<file path="config.mk">
export PLATFORM = sky130hd
export DESIGN_NAME = epu_axi_slave_flat
export DESIGN_NICKNAME = d
export VERILOG_FILES = /design/src/rtl/epu_axi_slave_if.sv /design/src/rtl/epu_axi_slave.sv /design/src/flat_wrapper.sv
export SDC_FILE = /design/constraint.sdc
export NUM_CORES = 1
export LEC_CHECK = 0
export ABC_AREA = 1
export BUFFER_PORTS_ARGS = -buffer_cell sky130_fd_sc_hd__buf_2
export CAP_MARGIN = 20
export CORE_MARGIN = 2
export CORE_UTILIZATION = 30
export DETAILED_ROUTE_END_ITERATION = 6
export GPL_TIMING_DRIVEN = 0
export PLACE_DENSITY_LB_ADDON = 0.25
export SETUP_SLACK_MARGIN = 0.15
export SLEW_MARGIN = 20
export SYNTH_ARGS = -nofsm -noshare
export SYNTH_HDL_FRONTEND = slang
export SYNTH_SLANG_ARGS = --single-unit
</file>
<file path="constraint.sdc">
create_clock -name ACLK -period 2.2 [get_ports ACLK]
set_clock_uncertainty 0.15 [all_clocks]
set_input_delay 0.44 -clock ACLK [delete_from_list [all_inputs] [get_ports ACLK]]
set_output_delay 0.44 -clock ACLK [all_outputs]
set_load 0.01 [all_outputs]
</file>
<file path="src/rtl/epu_axi_slave_if.sv">
// Bus bundles for epu_axi_slave: the AXI4 slave port and the EPU-side
// strobe/address/data bundle (inf_EPUIN). EPU_ADDR_BITS sets the default
// EPU word-address width.
`ifndef EPU_ADDR_BITS
`define EPU_ADDR_BITS 16
`endif

interface epu_axi_if #(parameter int IDW = 8);
    logic [IDW-1:0] AWID;
    logic [31:0]    AWADDR;
    logic [3:0]     AWLEN;
    logic [2:0]     AWSIZE;
    logic [1:0]     AWBURST;
    logic           AWVALID, AWREADY;
    logic [IDW-1:0] ARID;
    logic [31:0]    ARADDR;
    logic [3:0]     ARLEN;
    logic [2:0]     ARSIZE;
    logic [1:0]     ARBURST;
    logic           ARVALID, ARREADY;
    logic [31:0]    WDATA;
    logic [3:0]     WSTRB;
    logic           WLAST, WVALID, WREADY;
    logic [IDW-1:0] BID;
    logic [1:0]     BRESP;
    logic           BVALID, BREADY;
    logic [IDW-1:0] RID;
    logic [31:0]    RDATA;
    logic [1:0]     RRESP;
    logic           RLAST, RVALID, RREADY;

    modport master (
        output AWID, AWADDR, AWLEN, AWSIZE, AWBURST, AWVALID, input AWREADY,
        output ARID, ARADDR, ARLEN, ARSIZE, ARBURST, ARVALID, input ARREADY,
        output WDATA, WSTRB, WLAST, WVALID, input WREADY,
        input BID, BRESP, BVALID, output BREADY,
        input RID, RDATA, RRESP, RLAST, RVALID, output RREADY
    );
    modport slave (
        input AWID, AWADDR, AWLEN, AWSIZE, AWBURST, AWVALID, output AWREADY,
        input ARID, ARADDR, ARLEN, ARSIZE, ARBURST, ARVALID, output ARREADY,
        input WDATA, WSTRB, WLAST, WVALID, output WREADY,
        output BID, BRESP, BVALID, input BREADY,
        output RID, RDATA, RRESP, RLAST, RVALID, input RREADY
    );
endinterface

interface epu_in_if #(parameter int EPU_AW = `EPU_ADDR_BITS);
    logic              CS, OE, arhns, awhns, whns, rhns, rdfin, wrfin;
    logic [EPU_AW-1:0] addr;
    logic [31:0]       wdata;
    logic [31:0]       epu_rdata;

    // EPUin: the front end driving the EPU core
    modport EPUin (
        output CS, OE, arhns, awhns, whns, rhns, rdfin, wrfin, addr, wdata,
        input  epu_rdata
    );
    // EPUcore: the EPU core consuming the bundle
    modport EPUcore (
        input  CS, OE, arhns, awhns, whns, rhns, rdfin, wrfin, addr, wdata,
        output epu_rdata
    );
endinterface

</file>
<file path="src/rtl/epu_axi_slave.sv">
// AXI4 slave front end for the EPU: turns AXI bursts into EPU strobes,
// word address and write data, and returns EPU read data on R.
// Optional macro EPU_SLVERR_EN: non-INCR or non-32-bit bursts get SLVERR
// and never reach the EPU.
module epu_axi_slave #(
    parameter int IDW    = 8,
    parameter int EPU_AW = `EPU_ADDR_BITS
) (
    input  logic      ACLK,
    input  logic      ARESETn,
    epu_axi_if.slave  axi,
    epu_in_if.EPUin   inf_EPUIN
);
    localparam logic [2:0] IDLE  = 3'd0;
    localparam logic [2:0] RADDR = 3'd1;
    localparam logic [2:0] RDATA = 3'd2;
    localparam logic [2:0] WDATA = 3'd3;
    localparam logic [2:0] WRESP = 3'd4;

    logic [2:0]        state_q, state_d;
    logic [IDW-1:0]    id_q, id_d;
    logic [3:0]        cnt_q, cnt_d;
    logic [EPU_AW-1:0] addr_q, addr_d;
    logic              first_q, first_d;   // arhns/awhns still owed for this burst
    logic              err_q, err_d;       // burst is answered with SLVERR
    logic              rfirst_q, rfirst_d; // first RDATA cycle: epu_rdata is live
    logic [31:0]       rdata_q, rdata_d;   // beat data held while RREADY is low

    logic ar_err, aw_err, ok;
    logic st_idle, st_ra, st_rd, st_w, st_b;
    logic aw_hs, ar_hs, w_hs, r_hs, b_hs;
    logic [31:0] rd_out;
    logic unused_ok;

`ifdef EPU_SLVERR_EN
    assign ar_err    = (axi.ARBURST != 2'b01) || (axi.ARSIZE != 3'b010);
    assign aw_err    = (axi.AWBURST != 2'b01) || (axi.AWSIZE != 3'b010);
    assign unused_ok = ^{axi.WSTRB, axi.AWLEN,
                         axi.AWADDR[31:EPU_AW+2], axi.AWADDR[1:0],
                         axi.ARADDR[31:EPU_AW+2], axi.ARADDR[1:0]};
`else
    assign ar_err    = 1'b0;
    assign aw_err    = 1'b0;
    assign unused_ok = ^{axi.WSTRB, axi.AWLEN, axi.AWSIZE, axi.AWBURST,
                         axi.ARSIZE, axi.ARBURST,
                         axi.AWADDR[31:EPU_AW+2], axi.AWADDR[1:0],
                         axi.ARADDR[31:EPU_AW+2], axi.ARADDR[1:0]};
`endif

    assign st_idle = (state_q == IDLE);
    assign st_ra   = (state_q == RADDR);
    assign st_rd   = (state_q == RDATA);
    assign st_w    = (state_q == WDATA);
    assign st_b    = (state_q == WRESP);
    assign ok      = ~err_q;

    // write wins when both address channels are valid in IDLE
    assign aw_hs = st_idle & axi.AWVALID;
    assign ar_hs = st_idle & ~axi.AWVALID & axi.ARVALID;
    assign w_hs  = st_w & axi.WVALID;
    assign r_hs  = st_rd & axi.RREADY;
    assign b_hs  = st_b & axi.BREADY;

    assign rd_out = err_q ? 32'h0 : (rfirst_q ? inf_EPUIN.epu_rdata : rdata_q);

    // next-state and burst bookkeeping
    always_comb begin
        state_d  = state_q;
        id_d     = id_q;
        cnt_d    = cnt_q;
        addr_d   = addr_q;
        first_d  = first_q;
        err_d    = err_q;
        rfirst_d = 1'b0;
        rdata_d  = rdata_q;
        case (state_q)
            IDLE: begin
                if (aw_hs) begin
                    state_d = WDATA;
                    id_d    = axi.AWID;
                    addr_d  = axi.AWADDR[EPU_AW+1:2];
                    first_d = 1'b1;
                    err_d   = aw_err;
                end else if (ar_hs) begin
                    state_d = RADDR;
                    id_d    = axi.ARID;
                    cnt_d   = axi.ARLEN;
                    addr_d  = axi.ARADDR[EPU_AW+1:2];
                    first_d = 1'b1;
                    err_d   = ar_err;
                end
            end
            RADDR: begin
                state_d  = RDATA;
                first_d  = 1'b0;
                rfirst_d = 1'b1;
            end
            RDATA: begin
                if (rfirst_q)
                    rdata_d = rd_out;
                if (r_hs) begin
                    if (cnt_q == 4'd0) begin
                        state_d = IDLE;
                    end else begin
                        cnt_d   = cnt_q - 4'd1;
                        addr_d  = addr_q + EPU_AW'(1);
                        state_d = RADDR;
                    end
                end
            end
            WDATA: begin
                first_d = 1'b0;
                if (w_hs) begin
                    addr_d = addr_q + EPU_AW'(1);
                    if (axi.WLAST)
                        state_d = WRESP;
                end
            end
            WRESP: begin
                if (b_hs)
                    state_d = IDLE;
            end
            default: state_d = IDLE;
        endcase
    end

    // state registers
    always_ff @(posedge ACLK or negedge ARESETn) begin
        if (!ARESETn) begin
            state_q  <= IDLE;
            id_q     <= '0;
            cnt_q    <= '0;
            addr_q   <= '0;
            first_q  <= 1'b0;
            err_q    <= 1'b0;
            rfirst_q <= 1'b0;
            rdata_q  <= '0;
        end else begin
            state_q  <= state_d;
            id_q     <= id_d;
            cnt_q    <= cnt_d;
            addr_q   <= addr_d;
            first_q  <= first_d;
            err_q    <= err_d;
            rfirst_q <= rfirst_d;
            rdata_q  <= rdata_d;
        end
    end

    // AXI outputs; readies are forced low while reset is held
    assign axi.AWREADY = ARESETn & st_idle;
    assign axi.ARREADY = ARESETn & st_idle & ~axi.AWVALID;
    assign axi.WREADY  = st_w;
    assign axi.BVALID  = st_b;
    assign axi.BID     = id_q;
    assign axi.BRESP   = (st_b & err_q) ? 2'b10 : 2'b00;
    assign axi.RVALID  = st_rd;
    assign axi.RID     = id_q;
    assign axi.RDATA   = st_rd ? rd_out : 32'h0;
    assign axi.RRESP   = (st_rd & err_q) ? 2'b10 : 2'b00;
    assign axi.RLAST   = st_rd & (cnt_q == 4'd0);

    // EPU bundle; an errored burst never touches the EPU
    assign inf_EPUIN.CS    = ok & (st_ra | st_rd | st_w | st_b);
    assign inf_EPUIN.OE    = ok & st_ra;
    assign inf_EPUIN.arhns = ok & st_ra & first_q;
    assign inf_EPUIN.awhns = ok & st_w & first_q;
    assign inf_EPUIN.whns  = ok & w_hs;
    assign inf_EPUIN.rhns  = ok & r_hs;
    assign inf_EPUIN.rdfin = ok & r_hs & (cnt_q == 4'd0);
    assign inf_EPUIN.wrfin = ok & b_hs;
    assign inf_EPUIN.addr  = addr_q;
    assign inf_EPUIN.wdata = (ok & st_w) ? axi.WDATA : 32'h0;
endmodule

</file>
<file path="src/flat_wrapper.sv">
// flat-port wrapper written by rule: the top's interface ports become plain ports
module epu_axi_slave_flat 
#(
    parameter int IDW    = 8,
    parameter int EPU_AW = `EPU_ADDR_BITS
)
  (ACLK, ARESETn, axi_AWID, axi_AWADDR, axi_AWLEN, axi_AWSIZE, axi_AWBURST, axi_AWVALID, axi_AWREADY, axi_ARID, axi_ARADDR, axi_ARLEN, axi_ARSIZE, axi_ARBURST, axi_ARVALID, axi_ARREADY, axi_WDATA, axi_WSTRB, axi_WLAST, axi_WVALID, axi_WREADY, axi_BID, axi_BRESP, axi_BVALID, axi_BREADY, axi_RID, axi_RDATA, axi_RRESP, axi_RLAST, axi_RVALID, axi_RREADY, inf_EPUIN_CS, inf_EPUIN_OE, inf_EPUIN_arhns, inf_EPUIN_awhns, inf_EPUIN_whns, inf_EPUIN_rhns, inf_EPUIN_rdfin, inf_EPUIN_wrfin, inf_EPUIN_addr, inf_EPUIN_wdata, inf_EPUIN_epu_rdata);
  epu_axi_if #(.IDW(IDW)) axi_i ();
  epu_in_if #(.EPU_AW(EPU_AW)) inf_EPUIN_i ();
  input  logic ACLK;
  input  logic ARESETn;
  input wire logic [$bits(axi_i.AWID)-1:0] axi_AWID;
  input wire logic [$bits(axi_i.AWADDR)-1:0] axi_AWADDR;
  input wire logic [$bits(axi_i.AWLEN)-1:0] axi_AWLEN;
  input wire logic [$bits(axi_i.AWSIZE)-1:0] axi_AWSIZE;
  input wire logic [$bits(axi_i.AWBURST)-1:0] axi_AWBURST;
  input wire logic [$bits(axi_i.AWVALID)-1:0] axi_AWVALID;
  output wire logic [$bits(axi_i.AWREADY)-1:0] axi_AWREADY;
  input wire logic [$bits(axi_i.ARID)-1:0] axi_ARID;
  input wire logic [$bits(axi_i.ARADDR)-1:0] axi_ARADDR;
  input wire logic [$bits(axi_i.ARLEN)-1:0] axi_ARLEN;
  input wire logic [$bits(axi_i.ARSIZE)-1:0] axi_ARSIZE;
  input wire logic [$bits(axi_i.ARBURST)-1:0] axi_ARBURST;
  input wire logic [$bits(axi_i.ARVALID)-1:0] axi_ARVALID;
  output wire logic [$bits(axi_i.ARREADY)-1:0] axi_ARREADY;
  input wire logic [$bits(axi_i.WDATA)-1:0] axi_WDATA;
  input wire logic [$bits(axi_i.WSTRB)-1:0] axi_WSTRB;
  input wire logic [$bits(axi_i.WLAST)-1:0] axi_WLAST;
  input wire logic [$bits(axi_i.WVALID)-1:0] axi_WVALID;
  output wire logic [$bits(axi_i.WREADY)-1:0] axi_WREADY;
  output wire logic [$bits(axi_i.BID)-1:0] axi_BID;
  output wire logic [$bits(axi_i.BRESP)-1:0] axi_BRESP;
  output wire logic [$bits(axi_i.BVALID)-1:0] axi_BVALID;
  input wire logic [$bits(axi_i.BREADY)-1:0] axi_BREADY;
  output wire logic [$bits(axi_i.RID)-1:0] axi_RID;
  output wire logic [$bits(axi_i.RDATA)-1:0] axi_RDATA;
  output wire logic [$bits(axi_i.RRESP)-1:0] axi_RRESP;
  output wire logic [$bits(axi_i.RLAST)-1:0] axi_RLAST;
  output wire logic [$bits(axi_i.RVALID)-1:0] axi_RVALID;
  input wire logic [$bits(axi_i.RREADY)-1:0] axi_RREADY;
  output wire logic [$bits(inf_EPUIN_i.CS)-1:0] inf_EPUIN_CS;
  output wire logic [$bits(inf_EPUIN_i.OE)-1:0] inf_EPUIN_OE;
  output wire logic [$bits(inf_EPUIN_i.arhns)-1:0] inf_EPUIN_arhns;
  output wire logic [$bits(inf_EPUIN_i.awhns)-1:0] inf_EPUIN_awhns;
  output wire logic [$bits(inf_EPUIN_i.whns)-1:0] inf_EPUIN_whns;
  output wire logic [$bits(inf_EPUIN_i.rhns)-1:0] inf_EPUIN_rhns;
  output wire logic [$bits(inf_EPUIN_i.rdfin)-1:0] inf_EPUIN_rdfin;
  output wire logic [$bits(inf_EPUIN_i.wrfin)-1:0] inf_EPUIN_wrfin;
  output wire logic [$bits(inf_EPUIN_i.addr)-1:0] inf_EPUIN_addr;
  output wire logic [$bits(inf_EPUIN_i.wdata)-1:0] inf_EPUIN_wdata;
  input wire logic [$bits(inf_EPUIN_i.epu_rdata)-1:0] inf_EPUIN_epu_rdata;
  assign axi_i.AWID = axi_AWID;
  assign axi_i.AWADDR = axi_AWADDR;
  assign axi_i.AWLEN = axi_AWLEN;
  assign axi_i.AWSIZE = axi_AWSIZE;
  assign axi_i.AWBURST = axi_AWBURST;
  assign axi_i.AWVALID = axi_AWVALID;
  assign axi_AWREADY = axi_i.AWREADY;
  assign axi_i.ARID = axi_ARID;
  assign axi_i.ARADDR = axi_ARADDR;
  assign axi_i.ARLEN = axi_ARLEN;
  assign axi_i.ARSIZE = axi_ARSIZE;
  assign axi_i.ARBURST = axi_ARBURST;
  assign axi_i.ARVALID = axi_ARVALID;
  assign axi_ARREADY = axi_i.ARREADY;
  assign axi_i.WDATA = axi_WDATA;
  assign axi_i.WSTRB = axi_WSTRB;
  assign axi_i.WLAST = axi_WLAST;
  assign axi_i.WVALID = axi_WVALID;
  assign axi_WREADY = axi_i.WREADY;
  assign axi_BID = axi_i.BID;
  assign axi_BRESP = axi_i.BRESP;
  assign axi_BVALID = axi_i.BVALID;
  assign axi_i.BREADY = axi_BREADY;
  assign axi_RID = axi_i.RID;
  assign axi_RDATA = axi_i.RDATA;
  assign axi_RRESP = axi_i.RRESP;
  assign axi_RLAST = axi_i.RLAST;
  assign axi_RVALID = axi_i.RVALID;
  assign axi_i.RREADY = axi_RREADY;
  assign inf_EPUIN_CS = inf_EPUIN_i.CS;
  assign inf_EPUIN_OE = inf_EPUIN_i.OE;
  assign inf_EPUIN_arhns = inf_EPUIN_i.arhns;
  assign inf_EPUIN_awhns = inf_EPUIN_i.awhns;
  assign inf_EPUIN_whns = inf_EPUIN_i.whns;
  assign inf_EPUIN_rhns = inf_EPUIN_i.rhns;
  assign inf_EPUIN_rdfin = inf_EPUIN_i.rdfin;
  assign inf_EPUIN_wrfin = inf_EPUIN_i.wrfin;
  assign inf_EPUIN_addr = inf_EPUIN_i.addr;
  assign inf_EPUIN_wdata = inf_EPUIN_i.wdata;
  assign inf_EPUIN_i.epu_rdata = inf_EPUIN_epu_rdata;
  epu_axi_slave #(.IDW(IDW), .EPU_AW(EPU_AW)) u_core (.ACLK(ACLK), .ARESETn(ARESETn), .axi(axi_i), .inf_EPUIN(inf_EPUIN_i));
endmodule
</file>
==> results_dict.tcl, run 1 <==
set metrics [dict create \
    critPathSlowestCell "dfrtp_2" \
    synth_top_area_frac 0.394 \
    critical_path_class "reg2out" \
    ant_nets 0 \
    syn_area_um2 4120 \
    synth_area_leaders "dfrtp_1 39%, nand2_1 14%, o21ai_0 12%, nor2_1 9.0%, inv_1 8.8%" \
    port_buffers 233 \
    die_x_um 121 \
    start_kind "register" \
    synthDistinctLibCells 29 \
    max_stage_delay_ps 430 \
    final-hold-violation-count 0 \
    rsz0062_at_grt "true" \
    ir_worst_vdd_mv 0.735 \
    start_util 0.309 \
    p_int_mw 5.48 \
    power.switching_mw 4.47 \
    fmax_mhz 424 \
    synth_seq_cells 65 \
    cts-root-buf "clkbuf_16" \
    hp-class "in2reg" \
    core_um2 13300 \
    worstReg2RegStart "u_core.state_q[0]" \
    crit_required_ps 1610 \
    cts_tree "done" \
    arrival_ps 1770 \
    synth_top_family_by_area "simple AND/OR/NAND/NOR gates" \
    setup_ws_ps -156 \
    gr-total-overflow 0 \
    synth-compound-area-share 0.152 \
    grt_pass1_wl_mm 22.2 \
    antenna_found_initial 0 \
    synth_edf_count 0 \
    drv_cap 0 \
    p_per_area_nw_per_um2 1490 \
    swShare 0.450 \
    drt-initial-drc-count 255 \
    drc_errors 0 \
    violations "setup timing" \
    tns_ps -4770 \
    num-nets-final 1086 \
    path_cells "nor2_4 > nand2_2 > buf_6 > nor2_4 > buf_12 > buf_8 > nand2_2 > o21ai_1 > buf_2" \
    synth_common_cells "152 x nand2_1, 99 x nor2_1, 97 x inv_1, 97 x o21ai_0, 65 x dfrtp_1" \
    yosysWarningCount 0 \
    synth_mux_area_frac 0 \
    wl_mm 14.8 \
    status "finished, violations left" \
    drive_gt1_frac 0.438 \
    yosys.area.top_type "dfrtp_1" \
    dpl.hpwl_mm 10.8 \
    n_antenna_cell 0 \
    p_comb_frac 0.619 \
    met1Wirelength_mm 6.33 \
    period_share 1.07 \
    p_leak_nw 3.80 \
    dp_slack_ps -223 \
    period_needed_ps 2360 \
    seqPwrFrac 0.224 \
    synthFlopType "dfrtp_1" \
    setup_viol 67 \
    worst-r2r-cell-count 13 \
    die_area_um2 14700 \
    final_util 0.502 \
    slew_viol_final 0 \
    avgRoutedWirePerCell_um 13.5 \
    grt_start_max_net_pins 38 \
    finalPower_mw 9.95 \
    cp_max_fo 8 \
    clkLatencyLatePin_ps 330 \
    cp-startpoint "u_core.state_q[0]" \
    synthAdderAreaFrac 0.00607 \
    numCtsBuffers 9 \
    power.clock.fraction 0.158 \
    gp_congestion 0.872 \
    yosysSeqAreaShare 0.394 \
    first_pass_iters 4 \
    synth.most_common_cell "nand2_1" \
    setup.worst_path.end "axi_RDATA[21]" \
    clock-sinks 65 \
    htree_levels 3 \
    synthArstFlopShare 1.00 \
    wl_met2_mm 7.22 \
    top_layer_used "met4" \
    wl_met3_um 996 \
    grt_pass1_vias 4457 \
    r2r-end "u_core.inf_EPUIN.addr[7]" \
    hold_slack_ps 182 \
    die_y_um 121 \
    pin_count 288 \
    yosys.area_share.simple 0.296 \
    avgSynthCellArea_um2 6.58 \
    synth_xor_xnor_area_share 0.00425 \
    synth_cells 627 \
    post_drt_via_cell_ratio 4.52 \
    clk_pin_slew_worst_paths_ps 60 \
    rrSetupSlack_ps 210 \
    clock_path_buffers 2 \
    end_kind "primary output" \
    rows 42 \
    syn2layout_area_growth_pct 62.4 \
    track_usage 0.194 \
    dr_total_vias 4930 \
]
[placed cells by master, fill, tap and decap left out, types with 7 or more instances in the layout]
cell       Yosys  routed
o21ai_1       19      31
nor2_1        99      66
nor2_4         3      10
clkbuf_16      0      12
nand2_4        0       7
nor2_2         1      27
nand2_1      152     139
o21ai_0       97      80
buf_4         17      34
buf_2         14     234
nand2_2        2       7
buf_8          0       7
inv_1         97      93
dfrtp_1       65      64
nand3_1       23      21
buf_6          0      18
[how the worst min path moves through the flow]
stage                                       start                 end  cells after the start
after global routing      inf_EPUIN_epu_rdata[11]  u_core.rdata_q[11]                      3
after floorplan                           ARESETn   u_core.axi.BID[0]                      0
after CTS                 inf_EPUIN_epu_rdata[12]  u_core.rdata_q[12]                      3
after global placement             u_core.first_q      u_core.first_q                      2
after detailed placement                  ARESETn   u_core.axi.BID[0]                      1
final                     inf_EPUIN_epu_rdata[10]  u_core.rdata_q[10]                      3
[final cells by class]
| type | instances | area [um^2] |
|---|---|---|
| Tap cell | 176 | 220 |
| Clock inverter | 7 | 100 |
| Fill cell | 1404 | 6650 |
| Multi-Input combinational cell | 426 | 2180 |
| Buffer | 36 | 345 |
| Timing Repair Buffer | 269 | 1590 |
| Clock buffer | 9 | 225 |
| Inverter | 103 | 404 |
| Sequential cell | 65 | 1630 |
[critical path: cells and delay by family, from the launching register on]
family | cells | cell delay (ps)
buffers and inverters | 4 | 570
DFF | 1 | 430
and+or+nand+nor | 4 | 350
AOI/OAI and AO/OA | 1 | 80
[power by group through the flow]
| stage | Clock [mW] | Combinational [mW] | Sequential [mW] |
|---|---|---|---|
| after CTS | 1.60 | 5.34 | 2.21 |
| after global routing | 1.66 | 6.87 | 2.30 |
| final | 1.57 | 6.16 | 2.23 |
| after detailed placement | 0 | 4.77 | 2.24 |
| after global placement | 0 | 4.72 | 2.23 |
| after floorplan | 0 | 2.96 | 2.25 |
[flip-flops by register name, summed over array words and instances (netlist names)]
| name | count |
|---|---|
| u_core.rdata_q | 32 |
| u_core.inf_EPUIN.addr | 16 |
| u_core.axi.BID | 8 |
| u_core.cnt_q | 4 |
| u_core.state_q | 3 |
| u_core.first_q | 1 |
| u_core.rfirst_q | 1 |
[metrics by stage]
step	instances	instance area [um^2]
final	1091	6700
after global routing	1091	6700
after CTS	1080	6250
after detailed placement	1040	5540
after global placement	1039	5520
after floorplan	630	4140
[routing by layer]
metal  vias up  GRT usage
li1       2503          -
met1      2212      0.248
met2       198      0.333
met3        17     0.0324
met4         0     0.0654
met5         -          0
[cells by family (layout without fill, tap and decap cells)]
group,count (synthesis),in the layout
adders and majority gates,2,2
AOI/OAI and AO/OA,123,123
buffers and inverters,139,424
DFF,65,65
xor gates and xnor gates,2,2
and+or+nand+nor,295,295
other,1,4
[timing repair]
action / CTS / global route
pin swaps: 7 / 7
hold buffers: 2 / 0
hold endpoints to repair: 28 / 0
resized for setup: 67 / 95
endpoints found under the setup margin: 83 / 99
setup buffers: 21 / 6
gates cloned: 1 / 5
Note: power is estimated with default switching activity, not from simulation.
==> inputs of run 2 (changes only) <==
--- a/config.mk
+++ b/config.mk
@@ -5,7 +5,6 @@
 export SDC_FILE = /design/constraint.sdc
 export NUM_CORES = 1
 export LEC_CHECK = 0
-export ABC_AREA = 1
 export BUFFER_PORTS_ARGS = -buffer_cell sky130_fd_sc_hd__buf_2
 export CAP_MARGIN = 20
 export CORE_MARGIN = 2
==> run 2 against run 1 <==
  * The flow still finishes with violations (setup timing)
  * Synthesized cell count is 24% lower
  * Die area is 2.3% higher
  * Sequential cell count stayed put
  * Highest routed layer unchanged
  * Largest power group unchanged
  * Final cell count is 11% lower
  * Clock power hardly changed
  * Combinational power is 40% higher
==> results_dict.tcl, run 2 <==
set metrics [dict create \
    status "finished, violations left" \
    violations "setup timing" \
    hp-start "axi_BREADY" \
    largest_reg_flops 32 \
    ir_worst_vdd_mv 0.747 \
    final_cell_mix "177 x buf_2, 72 x buf_6, 62 x dfrtp_1" \
    htree_levels 3 \
    yosysWarningCount 0 \
    port_buffers 233 \
    finalPower_mw 12.6 \
    clkLatencyLatePin_ps 330 \
    pin_count 288 \
    yosys.area.top_type "dfrtp_1" \
    synthFlopType "dfrtp_1" \
    synth_area_leaders "dfrtp_1 39%, mux2_2 8.3%, mux2i_1 7.8%, and3_1 6.2%, nor2_1 4.6%" \
    avgRoutedWirePerCell_um 17.4 \
    crit_required_ps 1610 \
    arrival_ps 1660 \
    avgSynthCellArea_um2 8.87 \
    die_y_um 123 \
    clock_path_buffers 2 \
    period_needed_ps 2250 \
    yosysSeqAreaShare 0.385 \
    layoutNonFillerInstCount 972 \
    start_util 0.305 \
    first_pass_iters 4 \
    rows 43 \
    critPathSlowestCell "or3b_4" \
    layout_commonest_cell "buf_2" \
    grt_start_max_net_pins 42 \
    setup_ws_ps -46.7 \
    start_kind "register" \
    gp_congestion 0.849 \
    synthDistinctLibCells 53 \
    seq_area_um2 1630 \
    ant_nets 0 \
    p_per_area_nw_per_um2 1550 \
    critical_path_class "reg2out" \
    gr-total-overflow 0 \
    dp_slack_ps -390 \
    cts_tree "done" \
    drc_errors 0 \
    grt_pass1_vias 4627 \
    multi_input_area_um2 3010 \
    grt_pass1_wl_mm 23.7 \
    synth_common_cells "65 x dfrtp_1, 52 x nor2_1, 42 x and3_1" \
    dr_total_vias 4968 \
    max_stage_delay_ps 430 \
    cp_max_fo 5 \
    tns_ps -451 \
    track_usage 0.201 \
    fillers 1142 \
    drv_cap 0 \
    synth.most_common_cell "dfrtp_1" \
    numCtsBuffers 9 \
    num-nets-final 963 \
    rsz0062_at_grt "true" \
    regMostFlops "u_core.rdata_q" \
    final-hold-violation-count 0 \
    clock-sinks 65 \
    synth_cells 476 \
    cts-root-buf "clkbuf_16" \
    synthArstFlopShare 1.00 \
    antenna_found_initial 0 \
    synth_seq_cells 65 \
    slew_viol_final 0 \
    synth_edf_count 0 \
    die_x_um 123 \
    fmax_mhz 445 \
    hp-class "in2reg" \
    hold_slack_ps 186 \
    wl_mm 16.9 \
    drt-initial-drc-count 284 \
    setup_viol 30 \
    path_cells "inv_2 > ha_4 > or3b_4 > nor3_2 > buf_2" \
    p_leak_nw 3.76 \
    final_util 0.585 \
    worstReg2RegStart "u_core.cnt_q[1]" \
    dp.cells 893 \
    syn2layout_area_growth_pct 91.5 \
    end_kind "primary output" \
    die_area_um2 15000 \
    period_share 1.02 \
    cp-startpoint "u_core.cnt_q[1]" \
    finalInstanceArea_um2 8090 \
    drive_gt1_frac 0.655 \
    post_drt_via_cell_ratio 5.11 \
    clk_pin_slew_worst_paths_ps 60 \
    syn_area_um2 4220 \
    synth_top_area_frac 0.385 \
    dpl.hpwl_mm 10.8 \
    core_um2 13800 \
    postPlaceCellArea_um2 5660 \
]
-- run 2: cell count changes in the layout (fill, tap and decap cells not counted), moves of 30 or more --
cell	delta
buf_2	-57
nand2_1	-113
buf_6	+54
mux2_2	+30
inv_1	-89
o21ai_0	-64
nor2_1	-52
-- run 2: power by group --
group | switching, mW | total [mW] | internal [mW]
sequential | 0.553 | 2.37 | 1.82
clock | 0.553 | 1.57 | 1.01
combinational | 4.01 | 8.63 | 4.62
total | 5.11 | 12.6 | 7.45
-- run 2: cell type report --
cell class,count,share of cell area
sequential,65,0.202
inverter,11,0.00557
tap,180,0.0279
clock inverter,5,0.00990
buffer,50,0.0798
antenna,1,0.000309
clock buffer,10,0.0296
multi-input combinational,353,0.372
timing repair buffer,297,0.273
-- run 2: timing repair --
action | CTS | global route
endpoints found under the hold margin | 24 | 0
hold buffers | 2 | 0
pin swaps | 56 | 46
setup endpoints to repair | 121 | 102
gates cloned | 7 | 2
resized for setup | 204 | 149
buffers inserted | 33 | 19
-- run 2: path summary, 6_finish.rpt --
kind,end,slack [ps],cells past startpoint
worst min-delay path,u_core.state_q[2],190,2
min in group asynchronous,u_core.rdata_q[27],500,3
worst max-delay path,inf_EPUIN_rdfin,-50,5
max in group asynchronous,u_core.state_q[2],1140,3
worst min register to register,u_core.rdata_q[9],340,1
worst max register to register,u_core.inf_EPUIN.addr[0],50,8
-- run 2: routing by layer --
layer  track usage  vias to the layer above  routed length (um)
met3        0.0576                       24                1360
met4        0.0661                        0                 228
li1              -                     2329                   -
met2         0.340                      212                8710
met1         0.246                     2403                6560
met5             0                        -                   0
-- run 2: cell families (layout without fill, tap and decap cells) --
kind of cell,Yosys count,in the layout,synth area share
fa+ha+maj,2,2,0.00592
simple gates,174,174,0.208
other cells,1,5,0.000888
flops,65,65,0.385
buf+inv,61,373,0.0753
mux,66,66,0.166
xor+xnor,1,1,0.00207
compound gates,106,106,0.156
-- run 2: worst max-delay path, delay by kind of cell (launching register included) --
kind	cells	cell delay [ps]
fa+ha+maj	1	130
simple gates	2	560
buf+inv	2	240
flops	1	380
==> inputs of run 3 (changes only) <==
--- a/config.mk
+++ b/config.mk
@@ -12,6 +12,7 @@
 export DETAILED_ROUTE_END_ITERATION = 6
 export GPL_TIMING_DRIVEN = 0
 export PLACE_DENSITY_LB_ADDON = 0.25
+export RECOVER_POWER = 25
 export SETUP_SLACK_MARGIN = 0.15
 export SLEW_MARGIN = 20
 export SYNTH_ARGS = -nofsm -noshare
==> run 3 against run 2 <==
  * The run still ends with setup timing left
  * Hold slack hardly changed
  * Clock power hardly changed
  * Sequential power hardly changed
  * Highest routed layer unchanged
  * Core utilization is 0.24 points lower
  * Maximum frequency hardly changed
  * Largest power group unchanged
  * Global-route usage stayed put
  * Critical path depth is 1 higher
  * Total power hardly changed
==> results_dict.tcl, run 3 (same netlist as run 2, synthesis figures left out) <==
set metrics [dict create \
    status "finished, violations left" \
    violations "setup timing" \
    relSlewSlack 0.210 \
    post_drt_via_cell_ratio 5.09 \
    worst-r2r-cell-count 8 \
    p_per_area_nw_per_um2 1560 \
    pin_count 288 \
    path_cells "buf_12 > buf_12 > nor3_4 > buf_6 > and3_4 > buf_6" \
    clock-sinks 65 \
    track_usage 0.201 \
    start_util 0.305 \
    arrival_ps 1650 \
    critPathSlowestCell "dfrtp_2" \
    gr-total-overflow 0 \
    num-nets-final 963 \
    port_buffers 233 \
    first_pass_iters 4 \
    numCtsBuffers 9 \
    period_needed_ps 2240 \
    wl_mm 16.9 \
    grt_pass1_vias 4627 \
    drc_errors 0 \
    critical_path.top_delay_family "buffers and inverters" \
    syn2layout_area_growth_pct 90.7 \
    hold_slack_ps 186 \
    antenna_found_initial 0 \
    period_share 1.02 \
    end_kind "primary output" \
    crit_required_ps 1610 \
    rsz0062_at_grt "true" \
    cp_max_fo 5 \
    cts_tree "done" \
    clkLatencyLatePin_ps 330 \
    layout_commonest_cell "buf_2" \
    setup_viol 32 \
    r2r-end "u_core.inf_EPUIN.addr[0]" \
    grt_start_max_net_pins 42 \
    hp-class "in2reg" \
    slew_viol_final 0 \
    ir_worst_vdd_mv 0.747 \
    avgRoutedWirePerCell_um 17.3 \
    tightestPinTransition_ps 1180 \
    setup_ws_ps -44.7 \
    min_to "u_core.state_q[2]" \
    max_stage_delay_ps 460 \
    start_kind "register" \
    ant_nets 0 \
    rows 43 \
    die_x_um 123 \
    clock_path_buffers 2 \
    core_um2 13800 \
    grt_pass1_wl_mm 23.7 \
    critical_path_class "reg2out" \
    drive_gt1_frac 0.654 \
    cts-root-buf "clkbuf_16" \
    regMostFlops "u_core.rdata_q" \
    fmax_mhz 445 \
    dr_total_vias 4950 \
    drv_cap 0 \
    hold_depth 2 \
    largest_reg_flops 32 \
    dpl.hpwl_mm 10.8 \
    final_cell_mix "177 x buf_2, 72 x buf_6, 62 x dfrtp_1" \
    finalPower_mw 12.6 \
    cp_num_buf_inv 4 \
    dp_slack_ps -390 \
    die_y_um 123 \
    worstReg2RegStart "u_core.cnt_q[1]" \
    final-hold-violation-count 0 \
    gp_congestion 0.849 \
    drt-initial-drc-count 284 \
    die_area_um2 15000 \
    hp-start "axi_BREADY" \
    rrSetupSlack_ps 60 \
    htree_levels 3 \
    p_leak_nw 3.75 \
    clk_pin_slew_worst_paths_ps 60 \
]
run 3: stage by stage:
step / setup TNS, ps / cells / util / cell area (um^2)
after CTS: -457 / 950 / 0.525 / 7260
final: -470 / 972 / 0.582 / 8050
after detailed placement: -17930 / 893 / 0.409 / 5660
after global routing: -4170 / 971 / 0.582 / 8050
after global placement: -18190 / 892 / 0.407 / 5630
after floorplan: 0 / 479 / - / 4240
run 3: timing repair:
item,in CTS,in global routing
endpoints found under the setup margin,121,102
endpoints found under the hold margin,24,0
pin swaps,56,46
gates resized for setup,204,149
hold buffers,2,0
gates cloned,7,2
setup buffers,33,19
run 3: final cells by class:
class | count | area [um^2]
clock inverters | 5 | 80.1
inverters | 11 | 45.0
multi-input cells | 353 | 3010
clock buffers | 10 | 239
fillers | 1148 | 5770
plain buffers | 50 | 646
repair buffers | 297 | 2170
diodes | 1 | 2.50
flip-flops and latches | 65 | 1630
well taps | 180 | 225
run 3: how the worst max path moves through the flow:
stage | startpoint | to | slack, ps | cells after the start
floorplan | u_core.state_q[1] | axi_RDATA[22] | 130 | 6
detailed placement | u_core.state_q[1] | axi_RDATA[4] | -390 | 7
global placement | ARESETn | axi_ARREADY | -530 | 3
CTS | u_core.state_q[2] | inf_EPUIN_wdata[20] | -50 | 6
global route | u_core.state_q[1] | inf_EPUIN_wdata[20] | -100 | 7
finish | u_core.state_q[2] | axi_ARREADY | -40 | 6
run 3: worst register-to-register path, delay by kind of cell (launching register included):
family / cells / cell delay (ps)
AND/OR/NAND/NOR: 3 / 650
adder cells (fa/ha/maj): 1 / 140
flip-flops: 1 / 380
buffers and inverters: 2 / 240
AO/OA/AOI/OAI: 2 / 480
run 3: layer usage:
layer | part of all wire | global-route usage | vias to the layer above | wire, um
li1 | - | - | 2325 | -
met1 | 0.39 | 0.246 | 2395 | 6560
met3 | 0.081 | 0.0576 | 21 | 1370
met5 | 0 | 0 | - | 0
met2 | 0.52 | 0.340 | 209 | 8710
met4 | 0.013 | 0.0661 | 0 | 220
run 3: where the power goes:
group | total, mW | switching [mW] | internal [mW]
combinational | 8.62 | 4.01 | 4.61
sequential | 2.37 | 0.553 | 1.82
clock | 1.57 | 0.551 | 1.01
total | 12.6 | 5.11 | 7.45
